### config.mk
export PLATFORM = sky130hd
export DESIGN_NAME = var_table_responder
export DESIGN_NICKNAME = d
export VERILOG_FILES = /design/src/rtl/var_table_responder.sv
export SDC_FILE = /design/constraint.sdc
export NUM_CORES = 1
export LEC_CHECK = 0
export ABC_AREA = 1
export BUFFER_PORTS_ARGS = -buffer_cell sky130_fd_sc_hd__buf_2
export CORE_MARGIN = 1.5
export CORE_UTILIZATION = 44
export DETAILED_ROUTE_END_ITERATION = 12
export HOLD_SLACK_MARGIN = 0.08
export SYNTH_ARGS = -nofsm -noshare
export SYNTH_HDL_FRONTEND = slang
export SYNTH_SLANG_ARGS = --single-unit
### constraint.sdc
create_clock -name clock -period 1.4 [get_ports clock]
set_input_delay 0.14 -clock clock [delete_from_list [all_inputs] [get_ports clock]]
set_output_delay 0.14 -clock clock [all_outputs]
set_load 0.005 [all_outputs]
### src/rtl/var_table_responder.sv
// var_table_responder
//   Memory-side responder for the variable-table access protocol. Holds a
//   small register-file table, serves one read or write per request with a
//   fixed latency, and zero-clears the whole table on initial_request.
module var_table_responder #(
  parameter int var_table_address_size = 3,
  parameter int data_width             = 8,
  parameter int read_latency           = 2
) (
  input  logic                              clock,
  input  logic                              reset,
  input  logic                              mem_request,
  input  logic [var_table_address_size-1:0] var_table_address,
  input  logic                              mem_read,
  input  logic                              mem_write,
  input  logic [data_width-1:0]             write_data,
  input  logic                              initial_request,
  output logic [data_width-1:0]             var_table_output,
  output logic                              reg_write,
  output logic                              mem_finish,
  output logic                              initial_finish,
  output logic                              cmd_error,
  output logic                              busy
);

  localparam int AW    = var_table_address_size;
  localparam int DW    = data_width;
  localparam int DEPTH = 2 ** AW;
  localparam int LAT_W = $clog2(read_latency + 1);

  // WAIT runs read_latency-1 cycles, so the counter is loaded with that
  // value at accept and WAIT exits when it reaches one.
  localparam logic [LAT_W-1:0] LAT_LOAD = LAT_W'(read_latency - 1);
  localparam logic [LAT_W-1:0] LAT_ONE  = LAT_W'(1);
  localparam logic [AW-1:0]    CLR_ONE  = AW'(1);

  typedef enum logic [1:0] {
    S_IDLE,
    S_WAIT,
    S_DONE,
    S_CLEAR
  } state_e;

  state_e            state_q, state_d;
  logic [LAT_W-1:0]  lat_cnt_q, lat_cnt_d;
  logic [AW-1:0]     clr_cnt_q, clr_cnt_d;

  // Command captured at accept; inputs are ignored afterwards.
  logic [AW-1:0]     addr_q, addr_d;
  logic              rd_q, rd_d;
  logic              wr_q, wr_d;
  logic [DW-1:0]     wdata_q, wdata_d;

  logic [DW-1:0]     rdata_q, rdata_d;
  logic [DW-1:0]     table_q [DEPTH];
  logic [DW-1:0]     table_d [DEPTH];

  // A command is legal only when exactly one of read/write is set.
  logic              in_is_read;
  logic              cmd_is_read;
  logic              cmd_is_write;

  assign in_is_read   = mem_read & ~mem_write;
  assign cmd_is_read  = rd_q & ~wr_q;
  assign cmd_is_write = wr_q & ~rd_q;

  // Next-state, datapath and completion pulses for the access FSM.
  always_comb begin
    // NOTE: every signal written here gets a default first, so no path
    // leaves one unassigned and no latch is inferred.
    state_d        = state_q;
    lat_cnt_d      = lat_cnt_q;
    clr_cnt_d      = clr_cnt_q;
    addr_d         = addr_q;
    rd_d           = rd_q;
    wr_d           = wr_q;
    wdata_d        = wdata_q;
    rdata_d        = rdata_q;
    table_d        = table_q;
    mem_finish     = 1'b0;
    reg_write      = 1'b0;
    cmd_error      = 1'b0;
    initial_finish = 1'b0;

    unique case (state_q)
      S_IDLE: begin
        if (initial_request) begin
          // Clearing has priority over a simultaneous access request.
          state_d   = S_CLEAR;
          clr_cnt_d = '0;
        end else if (mem_request) begin
          addr_d    = var_table_address;
          rd_d      = mem_read;
          wr_d      = mem_write;
          wdata_d   = write_data;
          lat_cnt_d = LAT_LOAD;
          if (read_latency > 1) begin
            state_d = S_WAIT;
          end else begin
            // Single-cycle latency: read data is captured on the accept edge.
            state_d = S_DONE;
            if (in_is_read) begin
              rdata_d = table_q[var_table_address];
            end
          end
        end
      end

      S_WAIT: begin
        if (lat_cnt_q == LAT_ONE) begin
          state_d = S_DONE;
          // Read data is registered on the edge entering DONE.
          if (cmd_is_read) begin
            rdata_d = table_q[addr_q];
          end
        end else begin
          lat_cnt_d = lat_cnt_q - LAT_ONE;
        end
      end

      S_DONE: begin
        state_d    = S_IDLE;
        mem_finish = 1'b1;
        if (cmd_is_read) begin
          reg_write = 1'b1;
        end else if (cmd_is_write) begin
          // Committed on the edge leaving DONE.
          table_d[addr_q] = wdata_q;
        end else begin
          cmd_error = 1'b1;
        end
      end

      S_CLEAR: begin
        table_d[clr_cnt_q] = '0;
        clr_cnt_d          = clr_cnt_q + CLR_ONE;
        if (&clr_cnt_q) begin
          initial_finish = 1'b1;
          state_d        = S_IDLE;
        end
      end

      default: begin
        state_d = S_IDLE;
      end
    endcase
  end

  // State, captured command, read register and table storage.
  always_ff @(posedge clock or negedge reset) begin
    if (!reset) begin
      state_q   <= S_IDLE;
      lat_cnt_q <= '0;
      clr_cnt_q <= '0;
      addr_q    <= '0;
      rd_q      <= 1'b0;
      wr_q      <= 1'b0;
      wdata_q   <= '0;
      rdata_q   <= '0;
      // NOTE: the table is a flop array, not a RAM macro, so it can and
      // must be cleared by reset; the controller relies on all-zero words.
      for (int i = 0; i < DEPTH; i++) begin
        table_q[i] <= '0;
      end
    end else begin
      // NOTE: non-blocking assignments so every flop samples the
      // pre-edge value of every other flop.
      state_q   <= state_d;
      lat_cnt_q <= lat_cnt_d;
      clr_cnt_q <= clr_cnt_d;
      addr_q    <= addr_d;
      rd_q      <= rd_d;
      wr_q      <= wr_d;
      wdata_q   <= wdata_d;
      rdata_q   <= rdata_d;
      for (int i = 0; i < DEPTH; i++) begin
        table_q[i] <= table_d[i];
      end
    end
  end

  assign var_table_output = rdata_q;
  assign busy             = (state_q != S_IDLE);

endmodule

## Yosys cells after proc, flatten, opt, wreduce, memory -nomap -nowiden

Cells that the tools add are included.

| operators by class | value |
|---|---|
| add/subtract/negate cells | 2 |
| magnitude comparators | 4 |
| eq/ne operators | 13 |
| mux-type cells | 29 |
| bitwise logic cells | 9 |
| reduce and logical (&&, ||, !) cells | 14 |

Operator list:

| operator | number |
|---|---|
| $mux 64 | 2 |
| $pmux 64 s2 | 1 |
| $and 64x64->64 | 1 |
| $bwmux 64 | 1 |
| $not 64->64 | 1 |
| $demux 8 s3 | 2 |
| $mux 8 | 4 |
| $bmux 8 s3 | 1 |
| $ne 2x2->1 const B | 8 |
| $reduce_and 3->1 | 5 |
| $mux 2 | 6 |
| $ge 4x4->1 const B | 2 |
| $lt 4x1->1 const B | 2 |
| $mux 1 | 8 |
| $not 3->4 | 2 |
| $pmux 2 s4 | 1 |
| $reduce_bool 2->1 | 4 |
| $pmux 3 s2 | 1 |
| $eq 2x1->1 const B | 2 |
| $eq 2x2->1 const B | 2 |
| $pmux 2 s2 | 1 |
| $reduce_and 4->1 | 1 |
| $add 3x1->3 const B | 1 |
| $mux 3 | 1 |
| 7 further kinds | 11 |

| word-level totals | value |
|---|---|
| register bits after elaboration | 92 |
| bits of input ports | 17 |
| output and inout bits | 13 |
| word-level logic and storage cells | 87 |

## Depth between registers and ports, before layout

Gate-level depths: netlist of the first run.

| logic depth | value |
|---|---|
| word-level depth | 9 |
| gate-level depth with buffers | 9 |
| gate-level depth less buffers | 8 |

## Least setup slack after synthesis of the first run

No wires, ideal clock.

| timing path | value |
|---|---|
| path kind | reg2reg |
| start point | reg rd_q |
| end point | reg table_q[44] (netlist bit) |
| library setup time | 0.121 ns |
| data arrival time | 1.361 ns |
| data required time | 1.279 ns |
| setup slack | -0.083 ns |
| stages on the path, launching flop included | 9 |
| path buffers | 1 |
| period minus slack after synthesis | 1.483 ns |
| cells stage by stage | dfrtp_1 > ha_1 > inv_1 > nand3_2 > nor2_4 > buf_6 > nand2_2 > nand2_2 > o21ai_1 |

| between the ends | value |
|---|---|
| cells in the longest elaborated chain, start to end | 4 |
| elaborated cells between the ends (all ways) | 6 |
| those cells by class | eq/ne: 2; bitwise: 3; reduce/logical: 1 |

RTL lines:

| element | line | source |
|---|---|---|
| start: declaration | 50 | `logic rd_q, rd_d;` |
| start signal: assignment | 172 | `rd_q <= rd_d;` |
| $not 1->1 | 65 | `assign cmd_is_write = wr_q & ~rd_q;` |
| $and 1x1->1 | 65 |  |
| $ne 2x2->1 (no line) | -- |  |
| $reduce_and 3->1 (no line) * | -- |  |
| end signal: indexed assignment | 177 | `table_q[i] <= table_d[i];` |
| end: declaration | 55 | `logic [DW-1:0] table_q [DEPTH];` |

Mark *: on every way between the ends. The rest lies on a longest branch, timed or not.
A chain may end at the register's enable or synchronous reset.

## Worst setup path in the final report of the first run

| timing path | value |
|---|---|
| start point | reg wr_q |
| end point | reg table_q[16] (netlist bit) |

| between the ends | value |
|---|---|
| cells in the longest elaborated chain, start to end | 4 |
| elaborated cells between the ends (all ways) | 6 |
| those cells by class | eq/ne: 2; bitwise: 3; reduce/logical: 1 |

RTL lines:

| element | line | source |
|---|---|---|
| start: declaration | 51 | `logic wr_q, wr_d;` |
| start signal: assignment | 173 | `wr_q <= wr_d;` |
| $not 1->1 | 64 | `assign cmd_is_read = rd_q & ~wr_q;` |
| $and 1x1->1 | 64 |  |
| $ne 2x2->1 (no line) | -- |  |
| $reduce_and 3->1 (no line) * | -- |  |

Marked as above.

==> results.yml, run 1 <==
run_status:
  run_status: "complete, but fails checks"
  violations: "setup timing"
setup_path:
  crit_fanout: 13
  crit_slowest_cell: "dfrtp_1"
  crit_buf_inv: 4
  critPathRequiredTime_ns: 1.70
  critical_path_class: "reg -> reg"
  end_kind: "flop"
  path_cells: "inv_2, ha_2, inv_4, nand3_4, nor2_4, buf_12, clkbuf_16, nand3_1, o21ai_1"
  startpoint_type: "flop"
  crit_arrival_ns: 1.80
  slowest_delay_ns: 0.38
  crit_family: "buffers and inverters"
placement:
  port_buffers: 29
  dp.cells: 810
  post-place-ws_ns: -0.148
  hpwlAfterDp_um: 9110
  placed_area_um2: 5440
  gp_congestion: 0.892
power:
  max-vdd-ir-drop_mv: 1.03
  power.leakage_nw: 3.20
  power.density_nw_per_um2: 2000
grt:
  grt_util_met1_pct: 31.9
  grtUsageMet2_pct: 39.0
  globalRouteTotalUtil_pct: 23.7
  antenna_found_initial: 0
  grt_max_degree: 31
  grt.busiest_layer: "met2"
  grt.met3_usage_pct: 4.24
  grt_pass1_wl_um: 21200
  first_global_vias: 4333
  overflow: 0
logic_synthesis:
  yosys_warnings: 0
  synth_area_leaders: "dfrtp_1 48%, nand2_1 15%, nand3_1 10%"
  synthDistinctLibCells: 28
  synth_edf_count: 0
  synth-seq-cells: 92
  yosysTopAreaCell: "dfrtp_1"
  synth_ff_type: "dfrtp_1"
  avgSynthCellArea_um2: 7.71
  synth_top_area_share_pct: 48.1
  synth.net_count: 643
  syn_area_um2: 4790
  async_flop_share_pct: 100
  yosysSeqAreaShare_pct: 48.1
  synth_cells: 621
floorplanning:
  start_util_pct: 45.8
  io_pins: 30
  die_h_um: 107
  die_w_um: 107
  core_um2: 10500
  rows: 37
  die_area_um2: 11500
routing:
  wl_um: 12800
  drt-pass1-iter-count: 5
  drc_errors: 0
  avgViaCountPerCell: 5.10
  ant_nets: 0
  vias: 4356
  wl_per_cell_um: 15.0
  first_iter_violations: 297
finish:
  multiInputGateArea_um2: 2160
  area_growth_syn_to_layout_pct: 27.3
  fillers: 988
  final_nets: 735
  final_design_area_no_fill_um2: 6100
  instances_no_fill: 854
  drive_gt1_share_pct: 23.0
  post-route-util_pct: 58.3
  seqCellArea_um2: 2310
  antennaDiodeCount: 0
timing:
  post-route-min-period_ns: 1.50
  slew_headroom_pct: 67.2
  rsz0062_at_grt: "true"
  finalMaxSlewViolations: 0
  setup_ws_ns: -0.101
  max_freq_ghz: 0.666
  setup_viol: 56
  period_share_pct: 107
  clock_skew_ns: 0.0109
  hold_viol: 0
  max_slew.worst_pin.slew_ns: 0.492
clocking:
  cts_tree: "yes"
  clk_path_buf_depth: 2
  clk_pin_slew_ns: 0.10
  clk_latency_ns: 0.37
  cts_sinks: 92
  cts_made_buffers: 9
  cts-htree-levels: 3
  cts_root_buf: "clkbuf_8"
job:
  max-cap-violations: 0
worst_hold_path:
  hp-class: "in -> async"
==> timing repair <==
item	4_1_cts	5_1_grt
endpoints found under the hold margin	106	0
buffers inserted	4	5
endpoints found under the setup margin	78	82
hold buffers	16	0
pin swaps	3	8
gates resized for setup	21	28
cloned	0	3
==> layout by cell type (no fill, tap or decap), drive strengths merged, types with 2 or more instances in the layout <==
cell type	instances
nor2	31
a21oi	9
dfrtp	92
nand2	203
inv	96
a21boi	2
dlygate4sd3	16
buf	83
clkinv	3
o21ai	53
ha	5
mux2	4
clkbuf	12
o21a	2
nand3	101
==> sequential cells by signal (all words and copies together) (netlist names) <==
register	flops
wr_q	1
var_table_output	8
clr_cnt_q	3
lat_cnt_q	2
state_q	2
addr_q	3
rd_q	1
table_q	64
wdata_q	8
==> where the power goes <==
group	switching, mW	internal, mW	total [mW]
clock network	1.01	0.890	1.90
logic	3.33	2.37	5.70
registers	0.939	3.65	4.58
total	5.28	6.91	12.2
==> through the flow <==
step	power (mW)	setup TNS (ns)	hold WS [ns]
floorplan	7.65	-0.00258	-0.156
global placement	9.54	-2.63	0.0753
detailed placement	9.64	-5.72	0.0750
CTS	11.8	-4.49	0.215
global route	13.2	-9.46	0.227
finish	12.2	-3.60	0.214
==> cell families (layout without fill, tap and decap cells) <==
kind of cell	count (synthesis)	after routing	synth area share (%)
DFF	92	92	48.1
adders and majority gates	5	5	1.31
muxes	4	4	0.940
buffers and inverters	116	212	10.3
AOI/OAI and AO/OA	67	68	7.57
and+or+nand+nor	337	337	31.8
==> routing by layer <==
metal | vias up | part of all wire, %
met5 | - | 0
met4 | 0 | 1.6
met3 | 20 | 4.7
met2 | 118 | 47
met1 | 2089 | 47
li1 | 2129 | -
==> final cells by class <==
class	count	area share [%]
Sequential cell	92	37.8
Multi-Input combinational cell	414	35.4
Timing Repair Buffer	101	14.4
Inverter	95	6.05
Tap cell	136	2.79
Clock buffer	10	2.26
Clock inverter	6	1.19
==> cells in the mapped netlist, types with 3 or more instances <==
cell type	n
o21ai_1	28
nand2_4	3
a21oi_1	9
inv_2	5
nor2_4	8
inv_1	89
clkbuf_1	5
nand2_2	7
mux2_2	3
ha_1	5
nor2_1	20
buf_6	5
nor2_2	3
buf_2	9
nand3_1	99
dfrtp_1	92
o21ai_0	25
nand2_1	193
==> worst paths after layout <==
path | startpoint | end | slack (ns) | cells past startpoint
setup / recovery | wr_q | table_q[16] | -0.10 | 9
hold / removal | reset | table_q[3] | 0.21 | 2
setup reg to reg | wr_q | table_q[16] | -0.10 | 9
hold reg to reg | table_q[63] | table_q[63] | 0.48 | 2
max in group asynchronous | reset | table_q[28] | 0.65 | 3
min in group clock | table_q[63] | table_q[63] | 0.48 | 2
Note: power is estimated with default switching activity, not from simulation.
==> run 2: changes to the inputs <==
--- a/config.mk
+++ b/config.mk
@@ -7,9 +7,10 @@
 export LEC_CHECK = 0
 export ABC_AREA = 1
 export BUFFER_PORTS_ARGS = -buffer_cell sky130_fd_sc_hd__buf_2
-export CORE_MARGIN = 1.5
+export CORE_MARGIN = 2
 export CORE_UTILIZATION = 44
 export DETAILED_ROUTE_END_ITERATION = 12
+export GPL_ROUTABILITY_DRIVEN = 0
 export HOLD_SLACK_MARGIN = 0.08
 export SYNTH_ARGS = -nofsm -noshare
 export SYNTH_HDL_FRONTEND = slang
==> results.yml, run 2 (synthesized netlist as in run 1, its figures left out) <==
finish:
  mostFrequentLayoutCell: "nand2_1"
  antennaDiodeCount: 0
  final_nets: 739
  fillers: 983
  largest_reg_flops: 64
  post-route-util_pct: 59.4
  drive_gt1_share_pct: 27.1
  instances_no_fill: 862
  multiInputGateArea_um2: 2290
  final_design_area_no_fill_um2: 6380
  most-common-layout-cells: "187 x nand2_1, 93 x nand3_1, 88 x dfrtp_1"
  top_register: "table_q"
  seqCellArea_um2: 2310
  area_growth_syn_to_layout_pct: 33.2
run_status:
  run_status: "complete, but fails checks"
  violations: "setup timing"
grt:
  antenna_found_initial: 0
  grt_pass1_wl_um: 21200
  globalRouteTotalUtil_pct: 23.8
  grt_max_degree: 35
  first_global_vias: 4281
  overflow: 0
setup_path:
  crit_fanout: 2
  r2r_cells: 9
  r2r-start: "wr_q"
  crit_arrival_ns: 1.39
  r2r_end: "table_q[16]"
  r2r_slack_ns: -0.10
  critPathRequiredTime_ns: 1.26
  end_kind: "output port"
  critical_path_class: "reg -> out"
  startpoint_type: "flop"
  setup.worst_path.start: "wr_q"
clocking:
  cts_made_buffers: 9
  clk_pin_slew_ns: 0.10
  clk_path_buf_depth: 2
  cts_sinks: 92
  cts-htree-levels: 3
  cts_root_buf: "clkbuf_8"
  clk_latency_ns: 0.38
  cts_tree: "yes"
power:
  seqPwrFrac_pct: 35.0
  power.leakage_nw: 3.28
  power.switching_mw: 5.53
  combPwrFrac_pct: 48.1
  max-vdd-ir-drop_mv: 0.968
  intPower_mw: 7.55
  p_clk_share_pct: 16.9
  power.density_nw_per_um2: 2050
  p_sw_share_pct: 42.3
timing:
  post-route-min-period_ns: 1.53
  rsz0062_at_grt: "true"
  setup_viol: 75
  tns_ns: -2.73
  setup_ws_ns: -0.134
  hold_viol: 0
  max_slew.worst_pin.slew_ns: 0.472
  period_share_pct: 110
  finalMaxSlewViolations: 0
  max_freq_ghz: 0.652
  slew_headroom_pct: 68.5
  clock_skew_ns: 0.0126
routing:
  avgViaCountPerCell: 5.01
  drt-pass1-iter-count: 5
  wl_per_cell_um: 15.2
  first_iter_violations: 237
  wl_um: 13100
  ant_nets: 0
  drc_errors: 0
  vias: 4318
placement:
  port_buffers: 29
  post-place-ws_ns: -0.119
  hpwlAfterDp_um: 8920
  placed_area_um2: 5480
  dp.cells: 816
floorplanning:
  die_h_um: 108
  die_w_um: 108
  rows: 38
  core_um2: 10700
  start_util_pct: 44.6
  die_area_um2: 11700
  io_pins: 30
job:
  max-cap-violations: 0
worst_hold_path:
  hp-class: "in -> async"
## run 2: area by class of cell
cell class,count,area share [%]
clock inverter,7,1.90
tap,140,2.75
clock buffer,9,1.94
sequential,92,36.2
timing repair buffer,105,15.4
inverter,95,5.84
multi-input combinational,414,36.0
## run 2: layer usage
metal	vias to the layer above	GRT usage, %	wire length, um
met5	-	0	0
met4	0	11.4	406
met3	29	2.71	588
met2	123	37.9	6130
met1	2020	32.5	6020
li1	2146	-	-
## run 2: timing repair
item,CTS,global route
cloned,1,3
hold buffers,16,0
pin swaps,6,21
gates resized for setup,38,60
endpoints found under the hold margin,106,0
setup buffers,9,2
endpoints found under the setup margin,79,87
## run 2: how the worst max path moves through the flow
stage	end	slack, ns
floorplan	table_q[32]	-0.0006
global placement	table_q[60]	-0.07
detailed placement	table_q[59]	-0.12
CTS	cmd_error	-0.12
global route	cmd_error	-0.19
finish	cmd_error	-0.13
## run 2: through the flow
| stage | hold WS [ns] | power [mW] |
|---|---|---|
| final | 0.231 | 13.1 |
| after global routing | 0.253 | 14.0 |
| after global placement | 0.0946 | 9.68 |
| after floorplan | -0.156 | 7.65 |
| after detailed placement | 0.0974 | 9.79 |
| after CTS | 0.222 | 12.6 |
## run 2: worst max-delay path, cell delays in order (launching register included)
cell and delay, ns:
dfrtp_1 0.41, buf_6 0.13, ha_4 0.25, inv_2 0.03, nor2_2 0.08, buf_2 0.11
## run 2: power by group through the flow
stage	Clock, mW	Sequential, mW	Combinational (mW)
finish	2.21	4.58	6.29
global route	2.37	4.70	6.97
global placement	0	4.55	5.14
floorplan	0	4.15	3.50
CTS	2.25	4.53	5.77
detailed placement	0	4.57	5.22
==> run 3: changes to the inputs <==
--- a/config.mk
+++ b/config.mk
@@ -7,7 +7,7 @@
 export LEC_CHECK = 0
 export ABC_AREA = 1
 export BUFFER_PORTS_ARGS = -buffer_cell sky130_fd_sc_hd__buf_2
-export CORE_MARGIN = 2
+export CORE_MARGIN = 3
 export CORE_UTILIZATION = 44
 export DETAILED_ROUTE_END_ITERATION = 12
 export GPL_ROUTABILITY_DRIVEN = 0
==> results.yml, run 3 (synthesized netlist as in run 1, its figures left out) <==
finish:
  seqCellArea_um2: 2310
  final_design_area_no_fill_um2: 6300
  top_register: "table_q"
  largest_reg_flops: 64
  area_growth_syn_to_layout_pct: 31.5
  most-common-layout-cells: "178 x nand2_1, 92 x nand3_1, 88 x dfrtp_1"
  mostFrequentLayoutCell: "nand2_1"
  final_nets: 750
  antennaDiodeCount: 0
  fillers: 935
  post-route-util_pct: 60.2
  multiInputGateArea_um2: 2230
  drive_gt1_share_pct: 27.4
grt:
  overflow: 0
  antenna_found_initial: 0
  grt_max_degree: 29
  first_global_vias: 4202
  grt_pass1_wl_um: 20600
  globalRouteTotalUtil_pct: 22.1
placement:
  hpwlAfterDp_um: 8720
  port_buffers: 29
  placed_area_um2: 5460
power:
  power.switching_mw: 5.53
  power.density_nw_per_um2: 2020
  seqPwrFrac_pct: 36.7
  combPwrFrac_pct: 50.1
  p_sw_share_pct: 43.5
  power.leakage_nw: 3.28
  p_clk_share_pct: 13.3
  intPower_mw: 7.18
  max-vdd-ir-drop_mv: 1.25
clocking:
  cts-htree-levels: 3
  clk_path_buf_depth: 2
  cts_root_buf: "clkbuf_8"
  cts_made_buffers: 9
  cts_sinks: 92
  clk_pin_slew_ns: 0.10
  cts_tree: "yes"
  clk_latency_ns: 0.37
timing:
  rsz0062_at_grt: "true"
  finalMaxSlewViolations: 0
  hold_viol: 0
  period_share_pct: 108
  clock_skew_ns: 0.0121
  post-route-min-period_ns: 1.51
  setup_ws_ns: -0.111
  slew_headroom_pct: 69.9
  max_freq_ghz: 0.662
  setup_viol: 80
  max_slew.worst_pin.slew_ns: 0.451
routing:
  wl_met3_um: 546
  first_iter_violations: 278
  dr_wl_met2_um: 5950
  vias: 4384
  drc_errors: 0
  wl_um: 12800
  maxUsedRoutingLayer: "met4"
  wl_per_cell_um: 14.7
  wl_met1_um: 5960
  drt-pass1-iter-count: 4
  ant_nets: 0
  avgViaCountPerCell: 5.04
floorplanning:
  core_um2: 10500
  die_w_um: 110
  start_util_pct: 45.8
  die_area_um2: 12200
  io_pins: 30
  die_h_um: 110
  rows: 37
setup_path:
  r2r_slack_ns: -0.11
  crit_fanout: 15
  r2r_cells: 9
  critPathRequiredTime_ns: 1.26
  crit_slowest_cell: "dfrtp_2"
  startpoint_type: "flop"
  critical_path_class: "reg -> out"
  end_kind: "output port"
  r2r_end: "table_q[24]"
  r2r-start: "wr_q"
  slowest_delay_ns: 0.49
  path_cells: "nand2_4, buf_8, nor2_1, buf_2"
  crit_arrival_ns: 1.37
worst_hold_path:
  hp-class: "in -> async"
run_status:
  violations: "setup timing"
  run_status: "complete, but fails checks"
job:
  max-cap-violations: 0
## run 3: cell types whose count changed in the layout (fill, tap and decap cells not counted), moves of 7 or more
cell,before,now
buf_4,34,46
nor2_1,6,16
o21ai_1,30,40
nand2_1,187,178
nand2_2,5,14
o21ai_0,18,9
nor2_2,10,3
## run 3: worst max-delay path, delay by kind of cell, from the launching register on
family	cells	cell delay, ns
AND/OR/NAND/NOR	2	0.21
buffers and inverters	2	0.30
flip-flops	1	0.49
## run 3: how the worst max path moves through the flow
stage / startpoint / slack, ns / to / cells past startpoint
CTS: wr_q / -0.11 / table_q[27] / 9
global placement: wr_q / -0.07 / table_q[62] / 9
floorplan: wr_q / -0.0006 / table_q[32] / 9
finish: state_q[1] / -0.11 / initial_finish / 4
global route: rd_q / -0.20 / table_q[24] / 8
detailed placement: wr_q / -0.14 / table_q[59] / 9
## run 3: timing repair
item | CTS | global route
endpoints found under the hold margin | 106 | 0
pin swaps | 7 | 15
buffers inserted | 8 | 10
hold buffers | 16 | 0
endpoints found under the setup margin | 77 | 83
gates cloned | 1 | 5
gates resized for setup | 33 | 60
## run 3: routing by layer
layer,vias to the layer above,GRT usage [%]
met2,97,34.1
met3,24,4.02
li1,2173,-
met1,2090,31.2
met4,0,7.92
met5,-,0
## run 3: stage by stage
stage | power [mW] | hold slack, ns | TNS [ns] | worst slack (ns) | cells
2_1_floorplan | 7.65 | -0.156 | -0.00258 | -0.000644 | 621
3_3_place_gp | 9.51 | 0.0947 | -1.91 | -0.0731 | 813
3_5_place_dp | 9.62 | 0.0906 | -4.36 | -0.141 | 813
4_1_cts | 11.8 | 0.224 | -3.48 | -0.105 | 854
5_1_grt | 13.7 | 0.265 | -10.57 | -0.205 | 869
6_report | 12.7 | 0.223 | -4.10 | -0.111 | 869
## run 3: area by class of cell
class	instances	area share (%)
clock buffers	11	2.24
flip-flops and latches	92	36.7
multi-input cells	415	35.4
clock inverters	5	0.576
well taps	136	2.70
repair inverters	1	0.139
inverters	95	6.00
repair buffers	114	16.2
## run 3: power groups by stage
stage | clock network, mW | logic [mW] | registers [mW]
2_1_floorplan | 0 | 3.50 | 4.15
3_3_place_gp | 0 | 4.97 | 4.54
3_5_place_dp | 0 | 5.06 | 4.56
4_1_cts | 1.71 | 5.59 | 4.54
5_1_grt | 1.84 | 7.11 | 4.76
6_report | 1.69 | 6.36 | 4.66
